**src/rtl/sim_uart_rx_pkg.sv**
```systemverilog
// ============================================================================
// Module : sim_uart_pkg
// Desc   : Shared types, widths and baud helper for the sim UART receiver.
// Rev    : 1.0  initial release
// ============================================================================
`default_nettype none

package sim_uart_pkg;

   localparam int UART_DATA_W = 8;

   typedef enum logic [2:0] {
      IDLE  = 3'd0,
      START = 3'd1,
      DATA  = 3'd2,
      STOP  = 3'd3,
      BREAK = 3'd4
   } uart_rx_state_t;

   function automatic int clks_per_bit(input longint clk_hz, input longint baud);
      return int'(clk_hz / baud);
   endfunction

endpackage

`default_nettype wire

```
**src/rtl/sim_uart_rx_fifo.sv**
```systemverilog
// ============================================================================
// Module : sim_uart_rx_fifo
// Desc   : Byte FIFO with wrap-bit pointers; push+pop when full both proceed.
// Rev    : 1.0  initial release
// ============================================================================
`default_nettype none

module sim_uart_rx_fifo #(
   parameter int DEPTH = 4,
   parameter int WIDTH = 8
) (
   input  logic             clk,
   input  logic             rst,
   input  logic             push_i,
   input  logic [WIDTH-1:0] data_i,
   input  logic             pop_i,
   output logic [WIDTH-1:0] data_o,
   output logic             full_o,
   output logic             empty_o
);

   localparam int AW = $clog2(DEPTH);

   generate
      if (DEPTH < 2 || (DEPTH & (DEPTH - 1)) != 0) begin : g_depth_check
         $error("sim_uart_rx_fifo: DEPTH must be a power of 2 and >= 2");
      end
   endgenerate

   logic [AW:0]      wr_ptr_q;
   logic [AW:0]      rd_ptr_q;
   logic [WIDTH-1:0] mem_q [DEPTH];
   logic             w_do_push;
   logic             w_do_pop;

   assign empty_o   = (wr_ptr_q == rd_ptr_q);
   assign full_o    = (wr_ptr_q[AW] != rd_ptr_q[AW]) &&
                      (wr_ptr_q[AW-1:0] == rd_ptr_q[AW-1:0]);
   assign data_o    = mem_q[rd_ptr_q[AW-1:0]];
   // When full, a concurrent pop frees the head slot that the push overwrites.
   assign w_do_pop  = pop_i && !empty_o;
   assign w_do_push = push_i && (!full_o || w_do_pop);

   always_ff @(posedge clk) begin
      if (rst) begin
         wr_ptr_q <= '0;
         rd_ptr_q <= '0;
         for (int i = 0; i < DEPTH; i++) begin
            mem_q[i] <= '0;
         end
      end else begin
         if (w_do_push) begin
            mem_q[wr_ptr_q[AW-1:0]] <= data_i;
            wr_ptr_q                <= wr_ptr_q + 1'b1;
         end
         if (w_do_pop) begin
            rd_ptr_q <= rd_ptr_q + 1'b1;
         end
      end
   end

endmodule

`default_nettype wire

```
**src/rtl/sim_uart_rx.sv**
```systemverilog
// ============================================================================
// Module : sim_uart_rx
// Desc   : Oversampling 8N1 UART receiver with valid/ready byte output.
//          Define SIM_UART_RX_FIFO_EN to buffer bytes in a FIFO_DEPTH FIFO.
// Rev    : 1.0  initial release
// ============================================================================
`default_nettype none

module sim_uart_rx
   import sim_uart_pkg::*;
#(
   parameter int CLK_FREQ_HZ = 50_000_000,
   parameter int BAUD        = 115200,
   parameter int FIFO_DEPTH  = 4
) (
   input  logic                   clk,
   input  logic                   rst,
   input  logic                   i_rx,
   output logic [UART_DATA_W-1:0] o_data,
   output logic                   o_valid,
   input  logic                   i_ready,
   output logic                   o_frame_err,
   output logic                   o_overrun,
   output logic                   o_busy
);

   localparam int CLKS_PER_BIT = clks_per_bit(CLK_FREQ_HZ, BAUD);
   localparam int CNT_W        = $clog2(CLKS_PER_BIT);
   localparam logic [CNT_W-1:0] CNT_BIT  = CNT_W'(CLKS_PER_BIT - 1);
   localparam logic [CNT_W-1:0] CNT_HALF = CNT_W'(CLKS_PER_BIT / 2 - 1);

   generate
      if (CLKS_PER_BIT < 4) begin : g_cfg_check
         $error("sim_uart_rx: CLKS_PER_BIT must be >= 4");
      end
   endgenerate

   logic [1:0]             sync_q;
   logic                   w_rx;
   uart_rx_state_t         state_q,     state_d;
   logic [CNT_W-1:0]       cnt_q,       cnt_d;
   logic [2:0]             bit_idx_q,   bit_idx_d;
   logic [UART_DATA_W-1:0] shift_q,     shift_d;
   logic                   frame_err_q, frame_err_d;
   logic                   w_cnt_zero;
   logic                   w_push;
   logic                   overrun_q;

   always_ff @(posedge clk) begin
      if (rst) begin
         sync_q <= 2'b11;
      end else begin
         sync_q <= {sync_q[0], i_rx};
      end
   end

   assign w_rx       = sync_q[1];
   assign w_cnt_zero = (cnt_q == '0);

   always_ff @(posedge clk) begin
      if (rst) begin
         state_q     <= IDLE;
         cnt_q       <= '0;
         bit_idx_q   <= '0;
         shift_q     <= '0;
         frame_err_q <= 1'b0;
      end else begin
         state_q     <= state_d;
         cnt_q       <= cnt_d;
         bit_idx_q   <= bit_idx_d;
         shift_q     <= shift_d;
         frame_err_q <= frame_err_d;
      end
   end

   always_comb begin
      state_d     = state_q;
      cnt_d       = cnt_q;
      bit_idx_d   = bit_idx_q;
      shift_d     = shift_q;
      frame_err_d = 1'b0;
      w_push      = 1'b0;
      case (state_q)
         IDLE: begin
            if (!w_rx) begin
               state_d = START;
               cnt_d   = CNT_HALF;
            end
         end
         START: begin
            if (!w_cnt_zero) begin
               cnt_d = cnt_q - 1'b1;
            end else if (w_rx) begin
               state_d = IDLE;
            end else begin
               state_d   = DATA;
               bit_idx_d = '0;
               cnt_d     = CNT_BIT;
            end
         end
         DATA: begin
            if (!w_cnt_zero) begin
               cnt_d = cnt_q - 1'b1;
            end else begin
               shift_d = {w_rx, shift_q[UART_DATA_W-1:1]};
               cnt_d   = CNT_BIT;
               if (bit_idx_q == 3'd7) begin
                  state_d = STOP;
               end else begin
                  bit_idx_d = bit_idx_q + 1'b1;
               end
            end
         end
         STOP: begin
            if (!w_cnt_zero) begin
               cnt_d = cnt_q - 1'b1;
            end else if (w_rx) begin
               w_push  = 1'b1;
               state_d = IDLE;
            end else begin
               frame_err_d = 1'b1;
               state_d     = BREAK;
            end
         end
         BREAK: begin
            // Hold off until the line returns high so a long break is not a start bit.
            if (w_rx) begin
               state_d = IDLE;
            end
         end
         default: begin
            state_d = IDLE;
         end
      endcase
   end

   assign o_busy      = (state_q != IDLE);
   assign o_frame_err = frame_err_q;
   assign o_overrun   = overrun_q;

`ifdef SIM_UART_RX_FIFO_EN
   logic w_full;
   logic w_empty;
   logic w_pop;

   assign w_pop   = !w_empty && i_ready;
   assign o_valid = !w_empty;

   sim_uart_rx_fifo #(
      .DEPTH (FIFO_DEPTH),
      .WIDTH (UART_DATA_W)
   ) u_fifo (
      .clk     (clk),
      .rst     (rst),
      .push_i  (w_push),
      .data_i  (shift_q),
      .pop_i   (w_pop),
      .data_o  (o_data),
      .full_o  (w_full),
      .empty_o (w_empty)
   );

   always_ff @(posedge clk) begin
      if (rst) begin
         overrun_q <= 1'b0;
      end else begin
         overrun_q <= w_push && w_full && !w_pop;
      end
   end
`else
   logic [UART_DATA_W-1:0] data_q;
   logic                   valid_q;
   logic                   w_unused_depth;

   assign w_unused_depth = (FIFO_DEPTH != 0);
   assign o_data         = data_q;
   assign o_valid        = valid_q;

   always_ff @(posedge clk) begin
      if (rst) begin
         data_q    <= '0;
         valid_q   <= 1'b0;
         overrun_q <= 1'b0;
      end else begin
         overrun_q <= w_push && valid_q && !i_ready;
         if (w_push) begin
            // A held, unaccepted byte wins; the new one is dropped.
            if (!(valid_q && !i_ready)) begin
               data_q  <= shift_q;
               valid_q <= 1'b1;
            end
         end else if (valid_q && i_ready) begin
            valid_q <= 1'b0;
         end
      end
   end
`endif

endmodule

`default_nettype wire
```
**config.mk**
```make
export PLATFORM = sky130hd
export DESIGN_NAME = sim_uart_rx
export DESIGN_NICKNAME = d
export VERILOG_FILES = /design/src/rtl/sim_uart_rx_pkg.sv /design/src/rtl/sim_uart_rx_fifo.sv /design/src/rtl/sim_uart_rx.sv
export SDC_FILE = /design/constraint.sdc
export NUM_CORES = 1
export LEC_CHECK = 0
export CORE_UTILIZATION = 45
export DETAILED_ROUTE_END_ITERATION = 7
export PLACE_DENSITY = 0.66
export SYNTH_ARGS = -nofsm -noshare
export SYNTH_HDL_FRONTEND = slang
export SYNTH_SLANG_ARGS = --single-unit
export TNS_END_PERCENT = 20
```
**constraint.sdc**
```tcl
create_clock -name clk -period 3.7 [get_ports clk]
set_clock_uncertainty 0.2 [all_clocks]
set_input_delay 0.37 -clock clk [delete_from_list [all_inputs] [get_ports clk]]
set_output_delay 0.37 -clock clk [all_outputs]
set_load 0.02 [all_outputs]
```
==> metrics.txt <==
Total Wirelength=3730 um; gr ovfl total=0; Syn Area/Cell=9.42 um2; synthesized netlist cell count=195; Buf+Inv Stages, Crit Path=1; Startpoint Class=flip-flop; met3 WL=208 um; top-count cell post-synth=dfxtp_1; # Post-CTS Setup Buffers=0; Die Wd=65.9 um; clk buf depth=2; Layout area overhead=12.3%; placed cell area=1940 um2; fill count=333; unrepaired setup endpoints after global routing=no; CTS tree=done; Final ANT Viol Nets=0; Synthesized Nets=203; drt wl/cell=14.9 um; # DRC=0; crit path kind=reg -> reg; maximum VDD drop=0.261 mV; Post-synth EDFFs=0; M1 WL=1760 um; outcome=finished clean; share of post-route cells with drive strength above 1=10.8%; Die Ht=65.9 um; Crit. End Element=flip-flop; Worst EP arrival=2.69 ns; Placed Instances=243; CP max-delay cell=o211ai_1; clk root buf=clkbuf_8; routed vias/inst=5.80; Max Cap Viol=0; Nets=210; Tmin final=2.65 ns; Max-Slew Margin vs Limit=47.2%; flop2flop setup slack=1.05 ns; Final Hold Vio Count=0; Worst Tran Pin Value=0.788 ns; CP Cell Sequence=inv_1, ha_1, or4b_1, o211ai_1, and2_2, o311a_2; Synth top cells by count=dfxtp_1 (36), nor2_1 (21), mux2i_1 (16); die area=4340 um2; Setup TNS Final=0 ns; Via Count=1456; core area=3800 um2; Static Leak=0.790 nW; antenna violations before repair=0; cts hold-fix bufs=0; Setup WS pre-CTS=1.07 ns; Max Used Layer=met4; CTS Sinks=36; Starting DRT DRC Count=89; Initial Util=48.4%; clk slew on worst S/H paths=0.07 ns; Largest stage delay, worst path=0.70 ns; Synth Flop Type=dfxtp_1; first-pass GRT wire length=6310 um; final instance area=2060 um2; period utilisation layout=71.5%; I/O pins=16; post-synthesis register bit count=36; diode count=0; Yosys warning total=0; Non-Filler Instances=251; vias in the first global route=1371; Num CTS Buffers=5; Row Count=22; GRT Overall Usage=19.5%; pwr dens=443 nW/um2; Slew Viols, Final=0; sequential-to-total area share from yosys stat=39.2%; clock latency on the worst-skew pair=0.29 ns; Crit path max-delay family=simple AND/OR/NAND/NOR gates; Req. time, crit path=3.74 ns; f_max=378 MHz; top post-synthesis cells by area=dfxtp_1 (39%), mux2i_1 (8.7%), nor2_1 (4.3%); Buffers on Ports=15; # H-tree levels=2; Crit Path Max Fanout=11; Syn Std Cell Area=1840 um2; met2 wire len=1700 um; final setup fails=0; cell taking the most area after synthesis=dfxtp_1; DRT Pass-1 Iters=4; Yosys cell types=54; Yosys top cell area share=39.2%; RePlAce Congestion=0.906; post-route worst setup slack=1.05 ns; pin count of the biggest net entering global routing=24; Gates resized, CTS repair=0; Hold Crit Class=reg -> reg; DP HPWL=2730 um; Async SR Flop Fraction=0%
-- cell type report --
cell class                 count  area (um2)  area share [%]
clock buffer                   7        96.3            4.67
timing repair buffer          16         158            7.65
tap                           48        60.1            2.91
sequential                    36         721            35.0
clock inverter                 1        30.0            1.46
inverter                       6        22.5            1.09
multi-input combinational    137         975            47.3
-- per-layer routing --
| layer | global-route usage (%) | vias to the layer above |
|---|---|---|
| met5 | 0 | - |
| li1 | - | 724 |
| met4 | 10.6 | 0 |
| met1 | 24.6 | 686 |
| met3 | 4.14 | 7 |
| met2 | 30.6 | 39 |
-- logic make-up (layout without fill, tap and decap cells) --
logic type      count (synthesis)  in the layout  synth area share, %
flops                          36             36                 39.2
fa+ha+maj                       4              4                 2.72
mux                            17             17                 9.33
buf+inv                        22             30                 7.70
simple gates                   75             75                 24.4
compound gates                 41             41                 16.6
-- worst paths after layout --
kind	from	endpoint	cells past startpoint
worst min-delay path	sync_q[0]$_SDFF_PP1_	sync_q[1]$_SDFF_PP1_	1
worst min register to register	sync_q[0]$_SDFF_PP1_	sync_q[1]$_SDFF_PP1_	1
worst max register to register	cnt_q[0]$_SDFFE_PP0P_	cnt_q[4]$_SDFFE_PP0P_	6
worst max-delay path	cnt_q[0]$_SDFFE_PP0P_	cnt_q[4]$_SDFFE_PP0P_	6
-- report_power, final --
| part | total (mW) | internal [mW] | switching [mW] |
|---|---|---|---|
| combinational | 0.121 | 0.0463 | 0.0750 |
| clock | 0.377 | 0.238 | 0.139 |
| sequential | 0.416 | 0.397 | 0.0185 |
| total | 0.914 | 0.681 | 0.232 |
-- layout by cell type (no fill, tap or decap), types with 2 or more instances in the layout --
cell type,netlist,layout
dfxtp_1,36,36
nor2_1,21,21
mux2i_1,16,16
clkdlybuf4s50_1,0,15
nand2_1,13,13
a21oi_1,9,9
clkbuf_8,0,7
inv_1,6,6
nor3_1,5,5
a31oi_1,5,5
nor3b_1,4,4
nand3_1,4,4
or2_2,4,4
ha_1,4,4
nor4_1,3,3
o21bai_1,3,3
o21ai_0,3,3
nand2b_1,3,3
o311ai_0,2,2
nand3b_1,2,2
a41oi_1,2,2
o32ai_1,2,2
nor4b_4,2,2
nand4_1,2,2
a211oi_1,2,2
nand4b_1,2,2
o41ai_1,2,2
-- through the flow --
stage	hold WS [ns]	util, %	total power [mW]
floorplan	0.189	-	0.529
global placement	0.191	51.0	0.541
detailed placement	0.195	51.0	0.544
CTS	0.212	54.3	0.920
global route	0.261	54.3	0.954
finish	0.210	54.3	0.914
-- registers in the layout, summed over array words and instances, names as in the netlist --
register	cells
cnt_q	9
o_data	8
shift_q	8
bit_idx_q	3
state_q	3
sync_q	2
o_frame_err	1
o_overrun	1
o_valid	1
Power figures use the tool's default switching activity.
